### src/rtl/serial_pkg.sv
// Shared definitions for the serial receiver: FSM state encoding, parity modes
// and the parity check helper.
package serial_pkg;

  localparam logic [2:0] ST_IDLE   = 3'd0;
  localparam logic [2:0] ST_START  = 3'd1;
  localparam logic [2:0] ST_DATA   = 3'd2;
  localparam logic [2:0] ST_PARITY = 3'd3;
  localparam logic [2:0] ST_STOP   = 3'd4;
  localparam logic [2:0] ST_BREAK  = 3'd5;

  localparam int PARITY_NONE = 0;
  localparam int PARITY_EVEN = 1;
  localparam int PARITY_ODD  = 2;

  // Wide enough for the largest legal bit period (4095 clocks).
  localparam int TIMER_W = 12;

  // Returns 1 when the received parity bit disagrees with the data under the
  // selected mode; never flags anything when parity is disabled.
  function automatic logic parity_bad(input logic data_xor, input logic par_bit,
                                      input int mode);
    logic sum;
    sum = data_xor ^ par_bit;
    if (mode == PARITY_EVEN) return sum;
    if (mode == PARITY_ODD)  return ~sum;
    return 1'b0;
  endfunction

endpackage

### src/rtl/serial_bit_timer.sv
// Bit-period counter for the serial receiver. Produces a mid-bit strobe used
// to validate the start bit and a per-bit strobe one full period after each
// restart, which marks every later sample point.
module serial_bit_timer
  import serial_pkg::*;
#(
  parameter int CLKS_PER_BIT = 1
) (
  input  logic clk,
  input  logic rst,
  input  logic restart_i,
  output logic mid_o,
  output logic bit_o
);

  localparam int HALF = CLKS_PER_BIT / 2;
  localparam logic [TIMER_W-1:0] LAST = TIMER_W'(CLKS_PER_BIT - 1);
  // The cycle of the restart counts as count 0, so the half-bit point is
  // reached when the register shows HALF-1.
  localparam logic [TIMER_W-1:0] MID  = (HALF > 0) ? TIMER_W'(HALF - 1) : '0;

  logic [TIMER_W-1:0] cnt_q, cnt_d;

  // Count up, wrapping at the end of each bit period or on restart.
  always_comb begin
    cnt_d = cnt_q + 1'b1;
    if (restart_i || cnt_q == LAST) cnt_d = '0;
  end

  // Counter register.
  always_ff @(posedge clk or posedge rst) begin
    if (rst) cnt_q <= '0;
    else     cnt_q <= cnt_d;
  end

  assign mid_o = (cnt_q == MID);
  assign bit_o = (cnt_q == LAST);

endmodule

### src/rtl/serial_rx_param.sv
// Parameterised asynchronous serial receiver with optional parity, one or two
// stop bits, a single-word holding register with valid/ready handshake, and
// sticky overrun reporting.
module serial_rx_param
  import serial_pkg::*;
#(
  parameter int DATA_BITS    = 7,
  parameter int PARITY_MODE  = 1,
  parameter int STOP_BITS    = 1,
  parameter int CLKS_PER_BIT = 1
) (
  input  logic                 clk,
  input  logic                 rst,
  input  logic                 serial_in,
  input  logic                 data_ready,
  output logic [DATA_BITS-1:0] data_out,
  output logic                 data_valid,
  output logic                 parity_err,
  output logic                 frame_err,
  output logic                 overrun,
  output logic                 busy
);

  localparam logic [4:0] LAST_DATA = 5'(DATA_BITS - 1);
  localparam logic       STOP_LAST = 1'(STOP_BITS - 1);

  logic [2:0]           state_q, state_d;
  logic [DATA_BITS-1:0] shift_q, shift_d;
  logic [4:0]           bit_cnt_q, bit_cnt_d;
  logic                 stop_cnt_q, stop_cnt_d;
  logic                 par_bad_q, par_bad_d;
  logic                 ferr_acc_q, ferr_acc_d;
  logic [DATA_BITS-1:0] data_q, data_d;
  logic                 valid_q, valid_d;
  logic                 perr_q, perr_d;
  logic                 ferr_q, ferr_d;
  logic                 overrun_q, overrun_d;

  logic restart, mid_stb, bit_stb, frame_done, frame_ferr;

  serial_bit_timer #(.CLKS_PER_BIT(CLKS_PER_BIT)) u_timer (
    .clk       (clk),
    .rst       (rst),
    .restart_i (restart),
    .mid_o     (mid_stb),
    .bit_o     (bit_stb)
  );

  // Frame FSM: start validation, data shifting, parity and stop sampling.
  always_comb begin
    state_d    = state_q;
    shift_d    = shift_q;
    bit_cnt_d  = bit_cnt_q;
    stop_cnt_d = stop_cnt_q;
    par_bad_d  = par_bad_q;
    ferr_acc_d = ferr_acc_q;
    restart    = 1'b0;
    frame_done = 1'b0;
    frame_ferr = ferr_acc_q | ~serial_in;
    case (state_q)
      ST_IDLE: begin
        restart = 1'b1;
        if (!serial_in) begin
          state_d    = ST_START;
          bit_cnt_d  = '0;
          stop_cnt_d = 1'b0;
          par_bad_d  = 1'b0;
          ferr_acc_d = 1'b0;
        end
      end
      ST_START: begin
        if (mid_stb) begin
          restart = 1'b1;
          if (CLKS_PER_BIT == 1) begin
            // One clock per bit leaves no room for a mid-bit check, so this
            // cycle already carries data bit 0.
            shift_d   = {serial_in, shift_q[DATA_BITS-1:1]};
            bit_cnt_d = 5'd1;
            state_d   = ST_DATA;
          end else if (serial_in) begin
            state_d = ST_IDLE;
          end else begin
            state_d = ST_DATA;
          end
        end
      end
      ST_DATA: begin
        if (bit_stb) begin
          shift_d = {serial_in, shift_q[DATA_BITS-1:1]};
          if (bit_cnt_q == LAST_DATA) begin
            bit_cnt_d = '0;
            state_d   = (PARITY_MODE != PARITY_NONE) ? ST_PARITY : ST_STOP;
          end else begin
            bit_cnt_d = bit_cnt_q + 5'd1;
          end
        end
      end
      ST_PARITY: begin
        if (bit_stb) begin
          par_bad_d = parity_bad(^shift_q, serial_in, PARITY_MODE);
          state_d   = ST_STOP;
        end
      end
      ST_STOP: begin
        if (bit_stb) begin
          ferr_acc_d = frame_ferr;
          if (stop_cnt_q == STOP_LAST) begin
            frame_done = 1'b1;
            state_d    = serial_in ? ST_IDLE : ST_BREAK;
          end else begin
            stop_cnt_d = 1'b1;
          end
        end
      end
      ST_BREAK: begin
        if (serial_in) state_d = ST_IDLE;
      end
      default: state_d = ST_IDLE;
    endcase
  end

  // Holding register: load completed frames when free or being drained,
  // otherwise drop them and raise the sticky overrun flag.
  always_comb begin
    data_d    = data_q;
    valid_d   = valid_q;
    perr_d    = perr_q;
    ferr_d    = ferr_q;
    overrun_d = overrun_q;
    if (valid_q && data_ready) valid_d = 1'b0;
    if (frame_done) begin
      if (!valid_q || data_ready) begin
        data_d  = shift_q;
        perr_d  = par_bad_q;
        ferr_d  = frame_ferr;
        valid_d = 1'b1;
      end else begin
        overrun_d = 1'b1;
      end
    end
  end

  // State and output registers.
  always_ff @(posedge clk or posedge rst) begin
    if (rst) begin
      state_q    <= ST_IDLE;
      shift_q    <= '0;
      bit_cnt_q  <= '0;
      stop_cnt_q <= 1'b0;
      par_bad_q  <= 1'b0;
      ferr_acc_q <= 1'b0;
      data_q     <= '0;
      valid_q    <= 1'b0;
      perr_q     <= 1'b0;
      ferr_q     <= 1'b0;
      overrun_q  <= 1'b0;
    end else begin
      state_q    <= state_d;
      shift_q    <= shift_d;
      bit_cnt_q  <= bit_cnt_d;
      stop_cnt_q <= stop_cnt_d;
      par_bad_q  <= par_bad_d;
      ferr_acc_q <= ferr_acc_d;
      data_q     <= data_d;
      valid_q    <= valid_d;
      perr_q     <= perr_d;
      ferr_q     <= ferr_d;
      overrun_q  <= overrun_d;
    end
  end

  assign data_out   = data_q;
  assign data_valid = valid_q;
  assign parity_err = perr_q;
  assign frame_err  = ferr_q;
  assign overrun    = overrun_q;
  assign busy       = (state_q != ST_IDLE);

endmodule
### config.mk
export PLATFORM = sky130hd
export DESIGN_NAME = serial_rx_param
export DESIGN_NICKNAME = d
export VERILOG_FILES = /design/src/rtl/serial_pkg.sv /design/src/rtl/serial_bit_timer.sv /design/src/rtl/serial_rx_param.sv
export SDC_FILE = /design/constraint.sdc
export NUM_CORES = 1
export LEC_CHECK = 0
export ABC_CLOCK_PERIOD_IN_PS = 2500
export CORE_MARGIN = 2
export CORE_UTILIZATION = 57
export CTS_CLUSTER_DIAMETER = 200
export DETAILED_ROUTE_END_ITERATION = 16
export PLACE_DENSITY = 0.78
export SLEW_MARGIN = 10
export SYNTH_ARGS = -nofsm -noshare
export SYNTH_HDL_FRONTEND = slang
export SYNTH_SLANG_ARGS = --single-unit
### constraint.sdc
create_clock -name clk -period 2.5 [get_ports clk]
set_input_delay 0.5 -clock clk [delete_from_list [all_inputs] [get_ports clk]]
set_output_delay 0.5 -clock clk [all_outputs]
set_load 0.02 [all_outputs]
==> metrics, run 1 <==
CTS Hold Bufs=0; Max clock buf depth=2; reg-to-reg setup timing slack=about 0.36 ns; VDD IR-drop max=between 0.0004 and 0.0005 V; Met1 Wirelength=approximately 1.6 mm; TNS Setup=0 ns; gp weighted congestion=0.807; met2 WL post-DR=between 1.5 and 2 mm; total wire length=3.83 mm; sw frac=approximately 37%; reg2reg start=u_timer.cnt_q[5]$_DFF_PP0_; most common cell after layout, fill and taps aside=dfrtp_1; Setup crit end kind=primary output; Synth Register Bits=40; startpoint types=flip-flop; worst hold slack=0.492 ns; grt total ovfl=0; cts bufs inserted=5; diode count=0; reg-to-reg endpoint=data_out[1]$_DFFE_PP0P_; Clk pwr share=13.0%; clock skew=~0.0093 ns; Most used DFF post-synth=dfrtp_1; clock sinks=40; total power=roughly 2.6 mW; per-cell routed wire length=roughly 16 um; DRC=0; leakage power=around 1 nW; Hold Path Class=flip-flop to flip-flop; Pint=~1.7 mW; commonest non-fill, non-tap cells in the layout=dfrtp_1, nor2_1, mux2_2, clkdlybuf4s50_1, inv_1; Clk Latency, worst-skew pair=between 0.3 and 0.4 ns; final hold vios=0; Final nets=a little over 200; total global-route track usage=between 20% and 30%; Iter 0 DRT Violations=81; routed via count=approximately 1.5k; EDFF count, synth=0; syn_area_per_cell=approximately 11 um^2; critical hold path startpoint=overrun$_DFFE_PP0P_; Yosys warnings=0; Ports=16; Die Y-Extent=about 64 um; met3 WL=165 um; Hold EP=overrun$_DFFE_PP0P_; initial antenna violation count=0; maxcap violations=0; die width=around 64 um; reg2reg path depth=4; Vias/cell=about 6; root buf cell=clkbuf_4; total setup buffers inserted after CTS=0; Worst Hold Depth=1; Post-CTS Resized=0; CTS tree=yes; Fillers=about 270; Synthesized Nets=about 180; Power Dens Cells=~1100 mW/mm^2; Fmax achieved=between 400 and 500 MHz; Non-Filler Instances=~250; worst-margin pin slew=~0.66 ns; Mapped Cells=176; DRT antenna net count=0; post-synthesis cell area=between 0.002 and 0.0025 mm^2; status=finished clean; Required @ worst endpoint=around 2 ns; # port buffers=15; # rows=21; slew margin rel.=a little under three fifths; number of H-tree levels=2; layout cell share with drive strength beyond 1=about 18%; largest net degree at the start of global routing=between 40 and 50; worst setup path category=flip-flop to primary output; Crit path arrival time=1.87 ns; Net Switching=~0.96 mW; synthesis-to-finish area growth=14.4%; number of global-route vias before repair=roughly 1.5k; Starting Density=60.0%; die area=roughly 0.0040 mm^2; Clock transition at path regs=around 0.12 ns; Reg power frac=about two fifths; final setup violation count=0; asr flop ratio synth=100%; DR top layer=met4; HPWL Detailed=2.81 mm; crit path max fanout=12; global-route wire length before repair=6.68 mm; DRT Pass-1 Iters=4; Seq/Total Area, Yosys=approximately half; core area=approximately 0.0034 mm^2; post-route minimum period=between 2 and 2.5 ns; Final Slew Violations=0; Cell variety after synth=47; Final period util=roughly 95%; RSZ-0062 raised after global routing=no; DP Cell Count=238; Gate power share=48.3%
-- worst max-delay path, cell delays in order, from the launching register on --
cell and delay, ns:
dfrtp_1 0.52, nor2_1 0.27, nand2_1 0.16, clkdlybuf4s50_1 0.57
-- layer usage --
metal / vias to the layer above / global-route usage [%]
met5: - / 0
met4: 0 / 7.88
met3: 6 / 5.89
met2: 36 / 37.2
met1: 749 / 25.1
li1: 684 / -
-- per-stage QoR --
stage                     area (um^2)  worst slack (ns)  util [%]
after floorplan                  2020             0.501         -
after global placement           2250             0.369      66.9
after detailed placement         2250             0.231      66.9
after CTS                        2310             0.125      68.7
after global routing             2310           0.00987      68.7
final                            2310             0.129      68.7
-- how the worst max path moves through the flow --
stage / startpoint / cells past startpoint / endpoint / slack (ns)
6_report: state_q[0]$_DFFE_PP0P_ / 3 / busy / 0.13
5_1_grt: state_q[0]$_DFFE_PP0P_ / 3 / busy / 0.01
4_1_cts: state_q[0]$_DFFE_PP0P_ / 3 / busy / 0.13
3_5_place_dp: serial_in / 5 / bit_cnt_q[3]$_DFFE_PP0P_ / 0.23
3_3_place_gp: serial_in / 5 / bit_cnt_q[3]$_DFFE_PP0P_ / 0.37
2_1_floorplan: u_timer.cnt_q[0]$_DFF_PP0_ / 8 / shift_q[6]$_DFFE_PP0P_ / 0.50
-- cells by family (layout without fill, tap and decap cells) --
logic type / Yosys count / in the layout / synth area share (%)
adders and majority gates: 4 / 4 / 2.48
muxes: 17 / 17 / 9.42
and+or+nand+nor: 60 / 60 / 18.5
buffers and inverters: 14 / 38 / 2.85
DFF: 40 / 40 / 49.6
xor gates and xnor gates: 15 / 15 / 7.87
AOI/OAI and AO/OA: 26 / 26 / 9.36
-- cell type report --
type                    count  area [um^2]  share of cell area, %
inverters                   9         33.8                   1.46
clock buffers               7         55.1                   2.38
multi-input cells         122          961                   41.6
flip-flops and latches     40         1000                   43.3
clock inverters             1         7.51                  0.325
repair buffers             21          195                   8.45
well taps                  46         57.6                   2.49
-- sequential cells by signal, indices dropped and copies added (netlist names) --
| register | flops |
|---|---|
| u_timer.cnt_q | 12 |
| data_out | 7 |
| shift_q | 7 |
| bit_cnt_q | 5 |
| state_q | 3 |
| data_valid | 1 |
| ferr_acc_q | 1 |
| frame_err | 1 |
| overrun | 1 |
| par_bad_q | 1 |
| parity_err | 1 |
-- Yosys cell counts, types with 3 or more instances --
cell,count,area share (%)
and3_1,5,1.5
a21oi_1,3,0.74
nand4_1,5,1.5
xnor2_1,6,2.6
dfrtp_1,40,50
clkbuf_1,3,0.56
a31oi_1,3,0.93
inv_1,9,1.7
nor2_1,16,3.0
nand3_1,6,1.5
nor3_1,3,0.74
o31ai_1,3,1.1
ha_1,4,2.5
mux2_2,15,8.4
nand2_1,7,1.3
xor2_1,7,3.0
nand2b_1,3,0.93
o21ai_0,4,0.99
-- power groups by stage --
stage          sequential [mW]  combinational [mW]  clock, mW
6_report                  1.02                1.27      0.343
5_1_grt                   1.05                1.37      0.383
4_1_cts                   1.02                1.28      0.352
2_1_floorplan             1.09               0.846          0
3_3_place_gp              1.02                1.24          0
3_5_place_dp              1.04                1.28          0
No activity file was read; power rests on OpenSTA's default activity.
==> run 2, diff against run 1 <==
- MAX_ROUTING_LAYER: default -> met4
- RECOVER_POWER: default -> 50
- SETUP_SLACK_MARGIN: default -> 0.3
==> run 2 against run 1 <==
Critical path depth grew 1. Maximum frequency grew 11%. Largest power group unchanged. Design area shrank 0.38%. Sequential cell count is the same. Non-clock buffer count is the same. Highest routed layer unchanged.
==> metrics, run 2 (synthesized netlist as in run 1, its figures left out) <==
startpoint types=flip-flop; post-route minimum period=about 2.1 ns; # rows=21; TNS Setup=0 ns; DRT antenna net count=0; Setup crit end kind=flip-flop; Clk Latency, worst-skew pair=between 0.3 and 0.4 ns; per-cell routed wire length=15.6 um; Die Y-Extent=about 64 um; status=finished clean; DP Area=around 0.0022 mm^2; final hold vios=0; number of H-tree levels=2; max reg flops=12; worst setup path category=flip-flop to flip-flop; Clock transition at path regs=about 0.12 ns; VDD IR-drop max=around 0.00042 V; Final period util=a little under nine tenths; Ports=16; Final Slew Violations=0; root buf cell=clkbuf_4; crit path max fanout=9; DRC=0; CP max stage delay=a little under 0.5 ns; total global-route track usage=between 20% and 30%; die width=roughly 64 um; initial antenna violation count=0; slew margin rel.=between 30% and 40%; layout cell share with drive strength beyond 1=between 10% and 20%; global-route wire length before repair=~6.7 mm; clock skew=0.0124 ns; grt total ovfl=0; commonest non-fill, non-tap cells in the layout=dfrtp_1, nor2_1, mux2_2; diode count=0; Power Dens Cells=approximately 1100 mW/mm^2; HPWL Detailed=roughly 2.8 mm; Top reg by flops=u_timer.cnt_q; Hold Path Class=flip-flop to flip-flop; Vias/cell=roughly 6.1; RSZ-0062 raised after global routing=no; fin util=68.5%; # port buffers=15; Starting Density=about three fifths; top cell family by delay on the critical path=simple AND/OR/NAND/NOR gates; Final nets=roughly 210; Fmax achieved=roughly 470 MHz; Crit path arrival time=roughly 2.4 ns; leakage power=about 1 nW; synthesis-to-finish area growth=14.0%; clock sinks=40; maxcap violations=0; CTS tree=yes; worst hold slack=slightly below 0.5 ns; cts bufs inserted=5; core area=approximately 0.0034 mm^2; DRT Pass-1 Iters=4; Final Instance Area=around 0.0023 mm^2; Max clock buf depth=2; critical path's slowest cell=dfrtp_1; Iter 0 DRT Violations=between 90 and 100; CP cell instances=nor4_4, nand3_1, nor3_4, mux2_2; die area=roughly 0.0040 mm^2; most common cell after layout, fill and taps aside=dfrtp_1; routed via count=around 1.5k; total wire length=3.84 mm; gp weighted congestion=between 0.8 and 0.9; number of global-route vias before repair=approximately 1.5k; Required @ worst endpoint=2.74 ns; largest net degree at the start of global routing=41; worst-margin pin slew=0.975 ns; WP buf/inv=0; final setup violation count=0
[run 2: final cells by class]
| cell class | count | area, um^2 |
|---|---|---|
| inverters | 9 | 33.8 |
| clock buffers | 7 | 55.1 |
| clock inverters | 1 | 7.51 |
| flip-flops and latches | 40 | 1000 |
| fillers | 271 | 1060 |
| multi-input cells | 122 | 958 |
| well taps | 46 | 57.6 |
| repair buffers | 21 | 188 |
[run 2: power breakdown]
group | leakage (nW) | switching, mW | internal (mW)
Sequential | 0.511 | 0.170 | 0.854
Clock | 0.0315 | 0.205 | 0.138
Combinational | 0.459 | 0.593 | 0.678
[run 2: path summary, 6_finish.rpt]
path / slack (ns) / depth (start not counted) / endpoint / from
worst max-delay path: 0.36 / 4 / data_out[1]$_DFFE_PP0P_ / u_timer.cnt_q[5]$_DFF_PP0_
worst min-delay path: 0.49 / 1 / overrun$_DFFE_PP0P_ / overrun$_DFFE_PP0P_
worst max register to register: 0.36 / 4 / data_out[1]$_DFFE_PP0P_ / u_timer.cnt_q[5]$_DFF_PP0_
worst min register to register: 0.49 / 1 / overrun$_DFFE_PP0P_ / overrun$_DFFE_PP0P_
max in group asynchronous: 0.95 / 3 / state_q[0]$_DFFE_PP0P_ / rst
min in group asynchronous: 0.87 / 3 / u_timer.cnt_q[11]$_DFF_PP0_ / rst
[run 2: metrics by stage]
step                      power [mW]  instances  setup WS [ns]
after floorplan                 1.94        176          0.501
after global placement          2.26        238          0.369
after detailed placement        2.31        238          0.231
after CTS                       2.65        246          0.335
after global routing            2.81        246          0.255
final                           2.64        246          0.359
[run 2: layer usage]
metal / share of wire, % / up-vias / routed length, um / global-route usage, %
met3: 4.3 / 6 / 166 / 5.89
met1: 43 / 768 / 1660 / 24.9
met2: 51 / 33 / 1980 / 37.4
li1: - / 688 / - / -
met4: 0.96 / 0 / 37 / 7.88
met5: 0 / - / 0 / -
[run 2: worst register-to-register path: cells and delay by family (launching register included)]
family           cells  cell delay, ns
AND/OR/NAND/NOR      3            1.14
flip-flops           1            0.49
multiplexers         1            0.39
[run 2: what timing repair did]
| action | 4_1_cts | 5_1_grt |
|---|---|---|
| gates cloned | 0 | 0 |
| hold buffers | 0 | 0 |
| endpoints found under the setup margin | 1 | 9 |
| pin swaps | 0 | 1 |
| setup buffers | 0 | 0 |
| resized for setup | 3 | 0 |
